<file path="config.mk">
export PLATFORM = sky130hd
export DESIGN_NAME = irq_priority_engine
export DESIGN_NICKNAME = d
export VERILOG_FILES = /design/src/rtl/irq_priority_engine.sv
export SDC_FILE = /design/constraint.sdc
export NUM_CORES = 1
export LEC_CHECK = 0
export BUFFER_PORTS_ARGS = -buffer_cell sky130_fd_sc_hd__clkbuf_2
export CAP_MARGIN = 20
export CORE_ASPECT_RATIO = 0.6
export CORE_MARGIN = 2
export CORE_UTILIZATION = 54
export CTS_CLUSTER_DIAMETER = 50
export CTS_CLUSTER_SIZE = 25
export DETAILED_ROUTE_END_ITERATION = 16
export GPL_TIMING_DRIVEN = 1
export PLACE_DENSITY = 0.78
export SLEW_MARGIN = 5
export SYNTH_ARGS = -nofsm -noshare
export SYNTH_HDL_FRONTEND = slang
export SYNTH_SLANG_ARGS = --single-unit
export TNS_END_PERCENT = 20
</file>
<file path="constraint.sdc">
create_clock -name clk -period 4.5 [get_ports clk]
set_clock_uncertainty 0.2 [all_clocks]
set_input_delay 0.9 -clock clk [delete_from_list [all_inputs] [get_ports clk]]
set_output_delay 0.9 -clock clk [all_outputs]
set_load 0.02 [all_outputs]
</file>
<file path="src/rtl/irq_priority_engine.sv">
// Clocked interrupt-priority engine: IRR/ISR bookkeeping, rotating-priority
// arbitration over N channels, int/ack vector handshake and EOI/rotate commands.
module irq_priority_engine #(
  parameter int N   = 8,
  parameter int IDW = $clog2(N)
) (
  input  logic           clk,
  input  logic           reset,
  input  logic [N-1:0]   irq,
  input  logic [N-1:0]   imr,
  input  logic           trig_level,
  input  logic           aeoi,
  input  logic           special_mask,
  input  logic           ack,
  input  logic           cmd_valid,
  input  logic [2:0]     cmd_op,
  input  logic [IDW-1:0] cmd_level,
  output logic           int_out,
  output logic           vec_valid,
  output logic [IDW-1:0] vec_id,
  output logic           spurious,
  output logic [N-1:0]   isr_out,
  output logic [N-1:0]   irr_out
);

  logic [N-1:0]   irr;
  logic [N-1:0]   isr;
  logic [N-1:0]   irq_q;
  logic [IDW-1:0] lpri;
  logic           auto_rot;

  logic [N-1:0]   cand;
  logic [N-1:0]   blk_set;
  logic           win_found;
  logic [IDW-1:0] win_id;
  logic [IDW-1:0] win_rank;
  logic           blk_found;
  logic [IDW-1:0] blk_rank;
  logic           h_found;
  logic [IDW-1:0] h_id;
  logic [IDW-1:0] idx;
  logic           eligible;

  logic [N-1:0]   isr_set;
  logic [N-1:0]   isr_clr;
  logic [N-1:0]   irr_ack_clr;
  logic [N-1:0]   isr_next;
  logic [N-1:0]   irr_next;
  logic [IDW-1:0] lpri_next;
  logic           auto_rot_next;

  assign cand    = irr & ~imr;
  assign blk_set = special_mask ? (isr & ~imr) : isr;

  // Walk channels in rank order, starting just above the lowest-priority pointer.
  always_comb begin
    win_found = 1'b0;
    win_id    = '0;
    win_rank  = '0;
    blk_found = 1'b0;
    blk_rank  = '0;
    h_found   = 1'b0;
    h_id      = '0;
    idx       = '0;
    for (int r = 0; r < N; r++) begin
      idx = lpri + IDW'(r + 1);
      if (!win_found && cand[idx]) begin
        win_found = 1'b1;
        win_id    = idx;
        win_rank  = IDW'(r);
      end
      if (!blk_found && blk_set[idx]) begin
        blk_found = 1'b1;
        blk_rank  = IDW'(r);
      end
      if (!h_found && isr[idx]) begin
        h_found = 1'b1;
        h_id    = idx;
      end
    end
    eligible = win_found && (!blk_found || (win_rank < blk_rank));
  end

  // Ack sets and command clears are merged so that a set on the same bit wins,
  // and command pointer updates override the AEOI auto-rotation.
  always_comb begin
    isr_set       = '0;
    isr_clr       = '0;
    irr_ack_clr   = '0;
    lpri_next     = lpri;
    auto_rot_next = auto_rot;
    if (ack && eligible) begin
      if (!aeoi)
        isr_set[win_id] = 1'b1;
      if (!trig_level)
        irr_ack_clr[win_id] = 1'b1;
      if (aeoi && auto_rot)
        lpri_next = win_id;
    end
    if (cmd_valid) begin
      case (cmd_op)
        3'd1: begin
          if (h_found)
            isr_clr[h_id] = 1'b1;
        end
        3'd2: isr_clr[cmd_level] = 1'b1;
        3'd3: begin
          if (h_found) begin
            isr_clr[h_id] = 1'b1;
            lpri_next     = h_id;
          end
        end
        3'd4: begin
          isr_clr[cmd_level] = 1'b1;
          lpri_next          = cmd_level;
        end
        3'd5: lpri_next = cmd_level;
        3'd6: auto_rot_next = 1'b1;
        3'd7: auto_rot_next = 1'b0;
        default: ;
      endcase
    end
    isr_next = (isr & ~isr_clr) | isr_set;
    if (trig_level)
      irr_next = irq;
    else
      irr_next = (irq & ~irq_q) | (irr & irq & ~irr_ack_clr);
  end

  always_ff @(posedge clk) begin
    if (reset) begin
      irr       <= '0;
      isr       <= '0;
      irq_q     <= '0;
      lpri      <= IDW'(N - 1);
      auto_rot  <= 1'b0;
      int_out   <= 1'b0;
      vec_valid <= 1'b0;
      vec_id    <= '0;
      spurious  <= 1'b0;
    end else begin
      irr       <= irr_next;
      isr       <= isr_next;
      irq_q     <= irq;
      lpri      <= lpri_next;
      auto_rot  <= auto_rot_next;
      int_out   <= eligible;
      vec_valid <= ack;
      if (ack) begin
        if (eligible) begin
          vec_id   <= win_id;
          spurious <= 1'b0;
        end else begin
          vec_id   <= IDW'(N - 1);
          spurious <= 1'b1;
        end
      end
    end
  end

  assign isr_out = isr;
  assign irr_out = irr;

endmodule

</file>
**Word-level counts from Yosys, hierarchy flattened**

Cells that the tools add are included.

- Register bits after elaboration: 34
- Bits in latches: 0
- RAM bits: 0
- Bits in read-only memories: 0
- Bits of input ports: 29
- Output and inout port bits: 22
- Word-level logic and storage cells: 230
- Memories: 0

- $add $sub $neg: 7
- Multipliers: 0
- Divide/modulo/power cells: 0
- Magnitude comparators: 15
- Eq/ne operators: 7
- Shifts and indexed selects: 0
- Multiplexer cells: 125
- Bitwise logic cells: 12
- Reduce and logical (&&, ||, !) cells: 55

Operator list:

| cell | count |
|---|---|
| $mux W3 | 32 |
| $bmux W1 S3 | 24 |
| $mux W8 | 8 |
| $mux W1 | 54 |
| $and A8 B8 Y8 | 6 |
| $lt A3 B4 Y1 const B | 11 |
| $not A8 Y8 | 4 |
| $logic_and A1 B1 Y1 | 27 |
| $logic_not A1 Y1 | 22 |
| $or A8 B8 Y8 | 2 |
| $pmux W8 S2 | 1 |
| $add A3 B3 Y3 const B | 4 |
| $eq A3 B3 Y1 const B | 4 |
| $demux W1 S3 | 3 |
| $ge A3 B1 Y1 const B | 3 |
| $add A3 B2 Y3 const B | 2 |
| $eq A3 B2 Y1 const B | 2 |
| $pmux W3 S2 | 1 |
| $reduce_or A2 Y1 | 3 |
| $add A3 B1 Y3 const B | 1 |
| $eq A3 B1 Y1 const B | 1 |
| $lt A3 B3 Y1 | 1 |
| $mux W2 | 1 |
| $pmux W1 S2 | 1 |
| other kinds (3) | 3 |

**Logic depth before layout (Yosys ltp)**

- Word-level depth: 36
- Depth in mapped cells: 19
- Depth with buffers taken out: 14

**Worst setup path before layout**

Ideal clock, no wire load.

- Path type: register -> register
- Start point: register lpri[0]
- End point: register lpri[1]
- Library setup time: 122 ps
- Arrival: 3968 ps
- Data required time: 4178 ps
- Path slack: 210 ps
- Cell stages (with the launch flop): 20
- Buffers on the path: 5
- Period minus slack after synthesis: 4290 ps
- Cell sequence: dfxtp_1 > buf_6 > inv_2 > buf_6 > clkbuf_1 > ha_1 > xor2_1 > mux4_2 > mux2_2 > nor2b_1 > buf_2 > nand2_1 > a21oi_1 > ha_1 > nand2_1 > a211oi_1 > nor4b_4 > nor2b_1 > buf_4 > a311o_1

- Word-level cells in the longest chain between the ends: 33
- Elaborated cells on any way between the ends: 161
- Classes of those cells: add/sub: 7; order compare: 1; mux: 107; reduce/logical: 46

Ends and longest elaborated chain:

| item | line | source |
|---|---|---|
| start: declaration | 29 | `logic [IDW-1:0] lpri;` |
| start signal: assignment | 135 | `lpri <= IDW'(N - 1);` |
| start signal: assignment | 145 | `lpri <= lpri_next;` |
| $add A3 B1 Y3 | 66 | `idx = lpri + IDW'(r + 1);` |
| $bmux W1 S3, on equally long branches | 67, 72 |  |
| $mux W1, on equally long branches (2 in a row) | 67, 72 |  |
| $logic_not A1 Y1, on equally long branches | 67, 72 |  |
| $logic_and A1 B1 Y1, on equally long branches | 67, 72 |  |
| $mux W1, on equally long branches | 67, 72 |  |
| $logic_not A1 Y1, on equally long branches | 67, 72 |  |
| $logic_and A1 B1 Y1, on equally long branches | 67, 72 |  |
| (+16 left out) | - |  |
| $lt A3 B3 Y1 / $logic_not A1 Y1 (equally long branches) | 81 | `eligible = win_found && (!blk_found \|\| (win_rank < blk_rank));` |
| $logic_or A1 B1 Y1 | 81 |  |
| $logic_and A1 B1 Y1 | 81 |  |
| $logic_and A1 B1 Y1 | 92 | `if (ack && eligible) begin` |
| $mux W3 | 92 |  |
| $mux W3 | 108 | `if (h_found) begin` |
| $pmux W3 S2 | 101 | `case (cmd_op)` |
| $mux W3 * | 100 | `if (cmd_valid) begin` |

Mark *: on every way between the ends. The rest lies on a longest branch, timed or not. The select of a mux whose other input is x is not followed.
A chain may end at the register's enable or synchronous reset.

**Final worst setup path**

- Start point: input imr[2]
- End point: register lpri[2]

- Word-level cells in the longest chain between the ends: 35
- Elaborated cells on any way between the ends: 112
- Classes of those cells: order compare: 1; mux: 76; bitwise: 3; reduce/logical: 32

Ends and longest elaborated chain:

| item | line | source |
|---|---|---|
| start: declaration | 10 | `input logic [N-1:0] imr,` |
| $not A8 Y8 * | 52, 53 |  |
| $and A8 B8 Y8 | 53 | `assign blk_set = special_mask ? (isr & ~imr) : isr;` |
| $mux W8 | 53 |  |
| $bmux W1 S3 | 72 | `if (!blk_found && blk_set[idx]) begin` |
| $mux W1 (not written as such) | 72 |  |
| $mux W1 | 72 |  |
| $logic_not A1 Y1 | 72 |  |
| $logic_and A1 B1 Y1 | 72 |  |
| (+19 left out) | - |  |
| $lt A3 B3 Y1 / $logic_not A1 Y1 (equally long branches) | 81 |  |
| $logic_or A1 B1 Y1 | 81 |  |
| $logic_and A1 B1 Y1 | 81 |  |
| $logic_and A1 B1 Y1 | 92 |  |
| $mux W3 * | 92 |  |
| $mux W3 | 108 |  |
| $pmux W3 S2 | 101 |  |
| $mux W3 * | 100 |  |

Marks and branches as above.

==> results.md <==
* Status: finished, final reports clean
* Crit-path cells: clkbuf_2 > nand2b_1 > mux4_2 > mux2_2 > nor2b_1 > nand2_1 > a21oi_1 > ha_1 > nand2_1 > a211oi_1 > buf_4 > nor4b_4 > nand2_1 > a311o_1
* Buf+Inv Stages, Crit Path at 2
* DP HPWL at 10.50 mm
* Floorplan die height at 70.93 um
* CP max stage delay at 0.51 ns
* Worst setup SP type: input port
* Met1 wire length at 5.991 mm
* Post-DRT Antenna Nets at 0
* Flops & latches, synth at 34
* CP delay by family, top: simple AND/OR/NAND/NOR gates
* Row Count at 24
* Core area at 7237 um2
* CTS tree: done
* Total wire length at 13.49 mm
* Slowest cell on crit path: mux4_2
* Skew-Pair Late Insertion Delay at 0.28 ns
* Initial drt markers at 658
* Full die area at 8195 um2
* Vias in the first global route at 3,876
* Worst EP arrival at 4.24 ns
* Total gr overflow at 0
* Sequential share of the synthesized area at 16.88%
* Crit Path Class: in2reg
* Dominant synthesized flop cell: dfxtp_1
* Clk slew on worst S/H paths at 0.06 ns
* WL met2 at 5.295 mm
* Layout Nets at 552
* ANT cells at 0
* Maximum clock rate at 233.9 MHz
* RSZ-0062 raised after global routing: false
* Initial core utilization at 55.71%
* Pin count of the biggest net entering global routing at 28
* Fin crit share at 95.01%
* Final min period at 4.275 ns
* GR Util All Layers at 33.71%
* Hold_ws at 0.2778 ns
* Fin. max-slew vios at 0
* Clk root buf: clkbuf_16
* Port bufs at 50
* Drt wl/cell at 21.65 um
* Via count at 4,317
* Met3 Wirelength at 2.013 mm
* Mapped Area at 4031 um2
* Fin area at 4649 um2
* Asr flop ratio synth at 0%
* Dpl cell area at 4469 um2
* Lkg Pwr at 1.759 nW
* Critical Path Sink Type: register
* CP most frequent cell: nand2_1
* Syn. warnings at 0
* Net Count, Synth at 494
* Share of layout cells above drive strength 1 at 30.06%
* Area grow syn2layout at 15.33%
* Final setup viols at 0
* EDFF count, synth at 0
* CTS sink count at 34
* DR top layer: met4
* WP data required at 4.46 ns
* Placer Congestion at 1.029
* Clock Path Buffers at 2
* First-pass GRT wire length at 21.19 mm
* Initial antenna violation count at 0
* DRC violations left at 0
* Power per cell area at 356.2 nW/um2
* DR pass1 iterations at 6
* Worst min path class: reg2reg
* Max_cap viols at 0
* Final hold vios at 0
* Cts bufs inserted at 5
* CTS H-tree depth at 2
* Least-Margin Pin Slew at 0.6140 ns
* Vias per cell at 6.929
* CP Max Fanout at 9
* Synth Area per Inst at 8.745 um2
* Die width at 115.5 um
* I/O pins at 51
* Worst VDD drop at 0.2124 mV
* Post-Synthesis Cells at 461
* Yosys cell types at 81
* Max transition margin at 58.91%
* Fill cell count at 574
==> where the power goes <==
group / switching (W) / internal (W) / leakage, nW / total (W)
sequential: 0.0000246 / 0.000332 / 0.280 / 0.000357
clock: 0.000129 / 0.000273 / 0.0829 / 0.000403
combinational: 0.000547 / 0.000349 / 1.40 / 0.000896
==> synth_stat cells, types with 5 or more instances <==
master / number / area, um2
inv_1: 6 / 22.52
nor3b_1: 7 / 52.55
o21ai_0: 23 / 115.1
clkbuf_1: 17 / 63.81
o22ai_1: 8 / 50.05
a32o_1: 6 / 60.06
a21bo_2: 9 / 90.09
a31oi_1: 9 / 56.30
nor2_1: 26 / 97.59
nand3_1: 7 / 35.03
mux2i_1: 19 / 190.2
and2_1: 6 / 37.54
nor3_1: 18 / 90.09
mux2_2: 5 / 56.30
mux4_2: 27 / 608.1
a21oi_1: 27 / 135.1
buf_6: 5 / 56.30
nand2_1: 32 / 120.1
dfxtp_1: 34 / 680.7
a21boi_1: 6 / 45.04
a311o_1: 5 / 50.05
nand2b_1: 18 / 112.6
nor2b_1: 33 / 206.5
==> metal layers <==
layer | GRT usage, % | vias up
met4 | 5.087 | 0
met5 | 0 | -
met3 | 12.17 | 23
met2 | 45.22 | 355
met1 | 52.27 | 2031
li1 | - | 1908
==> per-stage QoR <==
step / setup WS (ns) / total power [W] / setup TNS [ns] / std cells / utilization, %
floorplan: 0.2097 / 0.0009733 / 0 / 461 / -
global placement: 0.1459 / 0.001197 / 0 / 615 / 61.76
detailed placement: -0.04065 / 0.001217 / -0.1513 / 615 / 61.76
CTS: 0.2011 / 0.001614 / 0 / 622 / 64.09
global route: 0.01185 / 0.001724 / 0 / 623 / 64.25
finish: 0.2246 / 0.001656 / 0 / 623 / 64.25
==> worst min-delay path, stage by stage, from the launching register on <==
cell	delay (ns)
dfxtp_1	0.31
nor2_1	0.08
nor3_1	0.05
==> cells by family (layout without fill, tap and decap cells) <==
| logic type | count (synthesis) | count (layout) | share of synthesized area, % |
|---|---|---|---|
| AOI/OAI and AO/OA | 143 | 143 | 26.01 |
| xor gates and xnor gates | 7 | 7 | 2.080 |
| adders and majority gates | 4 | 4 | 1.242 |
| buffers and inverters | 38 | 96 | 4.841 |
| DFF | 34 | 34 | 16.88 |
| muxes | 54 | 54 | 22.69 |
| and+or+nand+nor | 181 | 181 | 26.26 |
==> cells in the final DEF (no fill, tap or decap), types with 5 or more instances in the layout <==
cell        n
nor3b_1     7
a32o_1      6
inv_1       6
nor2b_1    33
mux4_2     27
clkbuf_2   51
a21bo_2     9
a31oi_1     9
mux2_2      5
o21ai_0    23
nand3_1     7
and2_1      5
o22ai_1     8
nand2_1    32
dfxtp_1    33
nor2_1     26
nand2b_1   18
mux2i_1    19
buf_4      29
nor3_1     18
a311o_1     5
a21oi_1    27
a21boi_1    6
clkbuf_16   5
==> layout make-up <==
| cell class | count | area (um2) | share of cell area (%) |
|---|---|---|---|
| sequential | 34 | 681.9 | 14.67 |
| inverter | 9 | 33.78 | 0.7266 |
| multi-input combinational | 389 | 3162 | 68.00 |
| clock buffer | 6 | 138.9 | 2.987 |
| tap | 104 | 130.1 | 2.799 |
| clock inverter | 1 | 30.03 | 0.6459 |
| timing repair buffer | 80 | 473.0 | 10.17 |
==> what timing repair did <==
item | CTS | global route
setup buffers | 0 | 0
setup endpoints to repair | 0 | 20
endpoints found under the hold margin | 0 | 0
hold buffers | 0 | 0
resized for setup | 0 | 2
==> worst paths after layout <==
kind	end	depth (start not counted)	slack, ns	startpoint
setup reg to reg	lpri[2]$_SDFF_PP1_	14	0.24	lpri[1]$_SDFF_PP1_
setup / recovery	lpri[2]$_SDFF_PP1_	14	0.22	imr[2]
hold / removal	vec_id[2]$_SDFFE_PP0P_	2	0.28	vec_id[2]$_SDFFE_PP0P_
hold reg to reg	vec_id[2]$_SDFFE_PP0P_	2	0.28	vec_id[2]$_SDFFE_PP0P_
==> flip-flops by register name, summed over array words and instances (netlist names) <==
| name | flops |
|---|---|
| isr_out | 8 |
| irr_out | 8 |
| vec_valid | 1 |
| auto_rot | 1 |
| irq_q | 8 |
| vec_id | 3 |
| lpri | 3 |
| spurious | 1 |
| int_out | 1 |
No activity file was read; power rests on OpenSTA's default activity.
